File: config.mk
export PLATFORM = sky130hd
export DESIGN_NAME = maxpool_data_split
export DESIGN_NICKNAME = d
export VERILOG_FILES = /design/src/rtl/maxpool_data_split.sv
export SDC_FILE = /design/constraint.sdc
export NUM_CORES = 1
export LEC_CHECK = 0
export ABC_AREA = 1
export CORE_MARGIN = 2
export CORE_UTILIZATION = 35
export DETAILED_ROUTE_END_ITERATION = 8
export DONT_BUFFER_PORTS = 1
export PLACE_DENSITY = 0.6
export RECOVER_POWER = 25
export SLEW_MARGIN = 20
export SYNTH_ARGS = -nofsm -noshare
export SYNTH_HDL_FRONTEND = slang
export SYNTH_SLANG_ARGS = --single-unit
File: constraint.sdc
create_clock -name clk -period 1.63 [get_ports clk]
set_input_delay 0.326 -clock clk [delete_from_list [all_inputs] [get_ports clk]]
set_output_delay 0.326 -clock clk [all_outputs]
set_load 0.005 [all_outputs]
File: src/rtl/maxpool_data_split.sv
// maxpool_data_split: serializes one flat max-pool result vector into a
// stream of single-element beats (value + address + valid), then emits a
// one-cycle done pulse. Addresses start at ADDR_BASE and run contiguously.
module maxpool_data_split #(
  parameter int M_CO      = 2,
  parameter int M_CI      = 2,
  parameter int MAX_BW    = 8,
  parameter int ADDR_BASE = 2
) (
  input  logic                            clk,
  input  logic                            reset_n,
  input  logic [M_CO*M_CI*4*MAX_BW-1:0]   in_vec,
  input  logic                            in_valid,
  output logic                            in_ready,
  input  logic                            in_flush,
  output logic [MAX_BW-1:0]               out_value,
  output logic [31:0]                     out_address,
  output logic                            out_enable,
  input  logic                            out_ready,
  output logic                            out_done,
  output logic                            busy
);

  localparam int NUM   = M_CO * M_CI * 4;
  localparam int IDX_W = (NUM > 1) ? $clog2(NUM) : 1;
  localparam logic [IDX_W-1:0] IDX_LAST    = IDX_W'(NUM - 1);
  localparam logic [31:0]      ADDR_BASE_W = 32'(ADDR_BASE);

  typedef enum logic [1:0] {
    S_IDLE,
    S_SEND,
    S_DONE
  } state_t;

  state_t                  state_q, state_d;
  logic [NUM*MAX_BW-1:0]   shadow_q, shadow_d;
  logic [IDX_W-1:0]        idx_q, idx_d;

  // State, shadow copy of the input vector and element index.
  always_ff @(posedge clk or negedge reset_n) begin
    if (!reset_n) begin
      state_q  <= S_IDLE;
      shadow_q <= '0;
      idx_q    <= '0;
    end else begin
      state_q  <= state_d;
      shadow_q <= shadow_d;
      idx_q    <= idx_d;
    end
  end

  // Next-state logic; flush overrides everything and leaves the shadow intact.
  always_comb begin
    state_d  = state_q;
    shadow_d = shadow_q;
    idx_d    = idx_q;
    if (in_flush) begin
      state_d = S_IDLE;
      idx_d   = '0;
    end else begin
      case (state_q)
        S_IDLE: begin
          if (in_valid) begin
            shadow_d = in_vec;
            idx_d    = '0;
            state_d  = S_SEND;
          end
        end
        S_SEND: begin
          if (out_ready) begin
            if (idx_q == IDX_LAST) begin
              state_d = S_DONE;
              idx_d   = '0;
            end else begin
              idx_d = idx_q + 1'b1;
            end
          end
        end
        S_DONE:  state_d = S_IDLE;
        default: state_d = S_IDLE;
      endcase
    end
  end

  // Outputs decode purely from registered state; beat fields gated to zero
  // whenever no beat is offered.
  always_comb begin
    in_ready    = (state_q == S_IDLE);
    busy        = (state_q != S_IDLE);
    out_enable  = (state_q == S_SEND);
    out_done    = (state_q == S_DONE);
    out_value   = '0;
    out_address = '0;
    if (state_q == S_SEND) begin
      out_value   = shadow_q[int'(idx_q)*MAX_BW +: MAX_BW];
      out_address = ADDR_BASE_W + 32'(idx_q);
    end
  end

endmodule

# Word level (Yosys, flattened, before mapping)

Cells that the tools add are included.

Register bits after elaboration: 134
Bits of input ports: 133
Output and inout port bits: 44
Word-level logic and storage cells: 31

Add/subtract/negate cells: 2
Equality and inequality tests: 6
Shifts and indexed selects: 1
Mux-type cells: 12
Bitwise operators: 1
Reduce and logical (&&, ||, !) cells: 6

Operators by type and width:

| cell                                           | number |
|---|---|
| variable part select 128 x 8 -> 8 bit          | 1 |
| two-way mux 4 bit                              | 4 |
| != test 3 x 2 -> 1 bit (second input constant) | 3 |
| AND reduction 3 bit                            | 3 |
| two-way mux 2 bit                              | 4 |
| two-way mux 8 bit                              | 1 |
| case mux 4 bit (2 select lines)                | 1 |
| adder 2 x 4 -> 5 bit (first input constant)    | 1 |
| two-way mux 5 bit                              | 1 |
| adder 4 x 1 -> 4 bit (second input constant)   | 1 |
| == test 4 bit (second input constant)          | 1 |
| case mux 2 bit (2 select lines)                | 1 |
| nonzero test 3 bit                             | 1 |
| == test 2 x 1 -> 1 bit (second input constant) | 1 |
| == test 2 bit (second input constant)          | 1 |
| zero test 2 bit                                | 1 |
| nonzero test 2 bit                             | 1 |
| inverter 1 bit                                 | 1 |

# Depth between registers and ports, before layout

Gate-level depths: netlist of run 1.

Depth after elaboration: 5
Depth in mapped cells: 9
Mapped depth without buffers: 9

# Worst setup path before layout of run 1

OpenSTA, ideal clock, no wires.

Kind: reg-to-output
From: register idx_q[1]
To: output out_value[4]
Data arrival time: 1208 ps
Data required time: 1304 ps
Slack: 96 ps
Stages on the path, launching flop included: 10
Buffers on the path: 2
Cells stage by stage: dfrtp_1 buf_2 inv_2 buf_2 nand3_1 nand2_1 nand2_1 nand2_1 inv_1 a21oi_1

Longest elaborated chain between the ends: 2

Ends and longest elaborated chain:

| element                               | line | text |
|---|---|---|
| start: declaration                    | 37   | `logic [IDX_W-1:0] idx_q, idx_d;` |
| start signal: assignment              | 48   | `idx_q <= idx_d;` |
| variable part select 128 x 8 -> 8 bit | 95   | `out_value = shadow_q[int'(idx_q)*MAX_BW +: MAX_BW];` |
| two-way mux 8 bit                     | 94   | `if (state_q == S_SEND) begin` |
| end: declaration                      | 16   | `output logic [MAX_BW-1:0] out_value,` |

Every way passes these cells.

# Worst setup path after layout of run 1

From: register idx_q[0]
To: output out_value[7]

The elaborated chain is that of the path after synthesis.

==> metrics.md, run 1 <==
| Metric | Value |
|---|---|
| Core Util, Final | `0.452` |
| Slowest stage delay, CP | `0.47 ns` |
| Power share of the clock group | `0.347` |
| CTS tree | `yes` |
| Fmax | `452 MHz` |
| Most used cell, CP | `nor2_1` |
| CTS Sinks | `134` |
| Synth unique cells | `27` |
| Number of synthesized register bits | `134` |
| # DRC | `0` |
| Number of flops mapped to enable cells by yosys | `0` |
| RSZ-0062 raised after global routing | `yes` |
| Die H | `145 um` |
| Main combinational cell family by area after synthesis | `simple AND/OR/NAND/NOR gates` |
| H-tree level count | `4` |
| Fraction of layout instances using a drive strength above 1 | `0.213` |
| Commonest cells post-synth | `184 x nand2_1, 159 x nor2_1, 134 x dfrtp_1` |
| DRT iter0 DRCs | `429` |
| Nets | `1067` |
| Placed Cells | `1138` |
| Slowest CP cell | `dfrtp_2` |
| Clock Path Buffers | `2` |
| Post-DR vias/cell | `4.76` |
| Critical path endpoint category | `output pin` |
| VDD IR max | `786 uV` |
| Die area | `21000 um2` |
| P_leak | `4.37 nW` |
| Vias in the first global route | `5292` |
| Core area | `19500 um2` |
| Register-to-Register Path Depth | `7` |
| Synthesized-area fraction occupied by and/or/nand/nor cells | `0.244` |
| Min-Delay Path Class | `in -> async` |
| Detailed placement HPWL | `13300 um` |
| Crit Path Class | `reg -> out` |
| Run status | `finished, violations left` |
| Final period util | `1.36` |
| Starting Density | `0.357` |
| Crit path launch type | `flip-flop` |
| Crit Path Max Fanout | `6` |
| Clock root buffer master | `clkbuf_16` |
| Pin count of the biggest net entering global routing | `135` |
| Xor-xnor portion of the synthesized cell area | `0` |
| Final setup fails | `149` |
| Yosys top cell area share | `0.481` |
| Critical path, cell by cell | `buf_12, buf_4, nor2_1, nor2_1, nand2_1, nand3_2, nand3_4, a21oi_4, buf_6` |
| Drt total wl | `20800 um` |
| Mapped Area | `6960 um2` |
| Placer Congestion | `0.832` |
| Fillers | `1953` |
| DRT antenna net count | `0` |
| Failing checks | `hold timing, setup timing` |
| Clk_lat worst skew | `0.43 ns` |
| PortBufs | `0` |
| Cell Rows | `51` |
| Compound-gate portion of the synthesized area | `0.0873` |
| Period minus WS final | `2.21 ns` |
| YS warnings | `0` |
| Comb pwr share | `0.265` |
| CTS Buf Count | `17` |
| Max-slew violations | `0` |
| Flop pwr share | `0.388` |
| DP Area | `7190 um2` |
| Final hold violations | `134` |
| Max Cap Viol | `0` |
| Total grt overflow | `0` |
| Clock Skew | `0.00602 ns` |
| Net switching power | `3.46 mW` |
| Most frequent cell after synthesis | `nand2_1` |
| Area grow syn2layout | `26.8%` |
| Total track usage | `0.180` |
| Final setup margin | `-0.583 ns` |
| First-pass GRT wire length | `29200 um` |
| Syn_area_per_cell | `7.75 um2` |
| Top_reg_cell synth | `dfrtp_1` |
| IO Pins | `177` |
| Die Wd | `145 um` |
| Post-route cell area | `8830 um2` |
| Pwr dens | `1290 nW/um2` |
| Wire per inst | `17.2 um` |
| Sequential area share after synthesis | `0.481` |
| Post-Synthesis Cells | `899` |
| Initial antenna violation count | `0` |
| Internal | `7.97 mW` |
| DR pass1 iterations | `5` |
| Post-route non-filler standard cell count | `1208` |
| Switch share | `0.303` |
| Hold WS | `-0.407 ns` |
| # diodes | `0` |
| Via count | `5749` |
| Post-synth ARST share | `1.00` |
| Multiplexer share of the synthesized area | `0.0496` |
| Synth Area in Adders | `0.00359` |
| Reg clk slew, reported paths | `0.06 ns` |
| Largest area contributor in the netlist | `dfrtp_1` |
| TNS Setup | `-20.05 ns` |
| Largest cells by area after synthesis | `dfrtp_1 48%, nand2_1 9.9%, nor2_1 8.6%` |
| Pwr Total | `11.4 mW` |
| Crit path required time | `1.30 ns` |
| Crit path arrival time | `1.89 ns` |
-- layout by cell type (no fill, tap or decap), types with 2 or more instances in the layout --
cell	count
inv_4	2
nand3_2	15
nor2_1	126
buf_8	4
nand2_2	2
dfrtp_1	130
clkbuf_8	4
dfrtp_2	4
nand3_1	50
buf_6	15
a21oi_2	12
nand2_1	182
nand3_4	2
nor2_4	23
bufinv_16	3
buf_12	13
clkbuf_16	23
nor2_2	14
mux2_1	4
conb_1	27
buf_4	23
inv_1	116
o21ai_1	5
clkinv_2	2
inv_2	5
mux2_4	20
a21oi_1	97
clkinvlp_4	3
a21oi_4	4
-- cell type report --
type | instances | area (um2) | share of cell area
clock inverter | 8 | 123 | 0.0139
sequential | 134 | 3360 | 0.380
clock buffer | 22 | 484 | 0.0548
timing repair buffer | 63 | 872 | 0.0988
multi-input combinational | 591 | 3170 | 0.360
inverter | 125 | 487 | 0.0551
tap | 265 | 332 | 0.0376
-- metrics by stage --
| step | worst slack, ns | hold WS (ns) |
|---|---|---|
| final | -0.583 | -0.407 |
| after CTS | -0.524 | -0.421 |
| after detailed placement | -0.215 | 0.0371 |
| after floorplan | 0.0955 | 0.0304 |
| after global placement | -0.190 | 0.0371 |
| after global routing | -0.656 | -0.430 |
-- power by group through the flow --
stage | registers, mW | clock network, mW | logic, mW
3_5_place_dp | 4.48 | 0 | 2.41
2_1_floorplan | 4.40 | 0 | 1.90
5_1_grt | 4.52 | 4.21 | 3.37
4_1_cts | 4.42 | 4.04 | 2.55
3_3_place_gp | 4.47 | 0 | 2.36
6_report | 4.44 | 3.97 | 3.03
-- cell families after synthesis --
kind of cell	after synthesis
AO/OA/AOI/OAI	120
adder cells (fa/ha/maj)	2
buffers and inverters	200
flip-flops	134
multiplexers	24
other	1
AND/OR/NAND/NOR	418
-- registers in the layout, indices dropped and copies added, names as in the netlist --
name / cells
idx_q: 4
shadow_q: 128
state_q: 2
-- worst max-delay path, delay by kind of cell (launching register included) --
family | cells | cell delay, ns
AOI/OAI and AO/OA | 1 | 0.19
buffers and inverters | 3 | 0.40
DFF | 1 | 0.47
and+or+nand+nor | 5 | 0.40
-- layer usage --
| metal | global-route usage | wire length [um] | vias to the layer above |
|---|---|---|---|
| met1 | 0.241 | 9170 | 2758 |
| met4 | 0.0480 | 269 | 0 |
| met2 | 0.280 | 9810 | 183 |
| met5 | 0 | 0 | - |
| met3 | 0.0610 | 1530 | 23 |
| li1 | - | - | 2785 |
-- final timing paths --
kind,from,endpoint,slack (ns)
min in group clk,in_vec[0],shadow_q[0],0.03
setup reg to reg,state_q[1],shadow_q[2],-0.21
max in group asynchronous,reset_n,state_q[1],1.64
hold / removal,reset_n,shadow_q[97],-0.41
hold reg to reg,shadow_q[1],shadow_q[1],0.49
setup / recovery,idx_q[0],out_value[7],-0.58
-- timing repair --
item	in CTS	in global routing
endpoints found under the setup margin	13	27
gates resized for setup	26	120
hold endpoints to repair	134	134
gates cloned	2	10
pin swaps	3	31
buffers inserted	6	23
(Power assumes the default switching activity.)
==> inputs of run 2 (changes only) <==
--- a/config.mk
+++ b/config.mk
@@ -8,10 +8,10 @@
 export ABC_AREA = 1
 export CORE_MARGIN = 2
 export CORE_UTILIZATION = 35
+export CTS_CLUSTER_SIZE = 10
 export DETAILED_ROUTE_END_ITERATION = 8
 export DONT_BUFFER_PORTS = 1
 export PLACE_DENSITY = 0.6
-export RECOVER_POWER = 25
 export SLEW_MARGIN = 20
 export SYNTH_ARGS = -nofsm -noshare
 export SYNTH_HDL_FRONTEND = slang
==> results of run 2 <==
Final layout, timing and power as in run 1 (identical DEF).
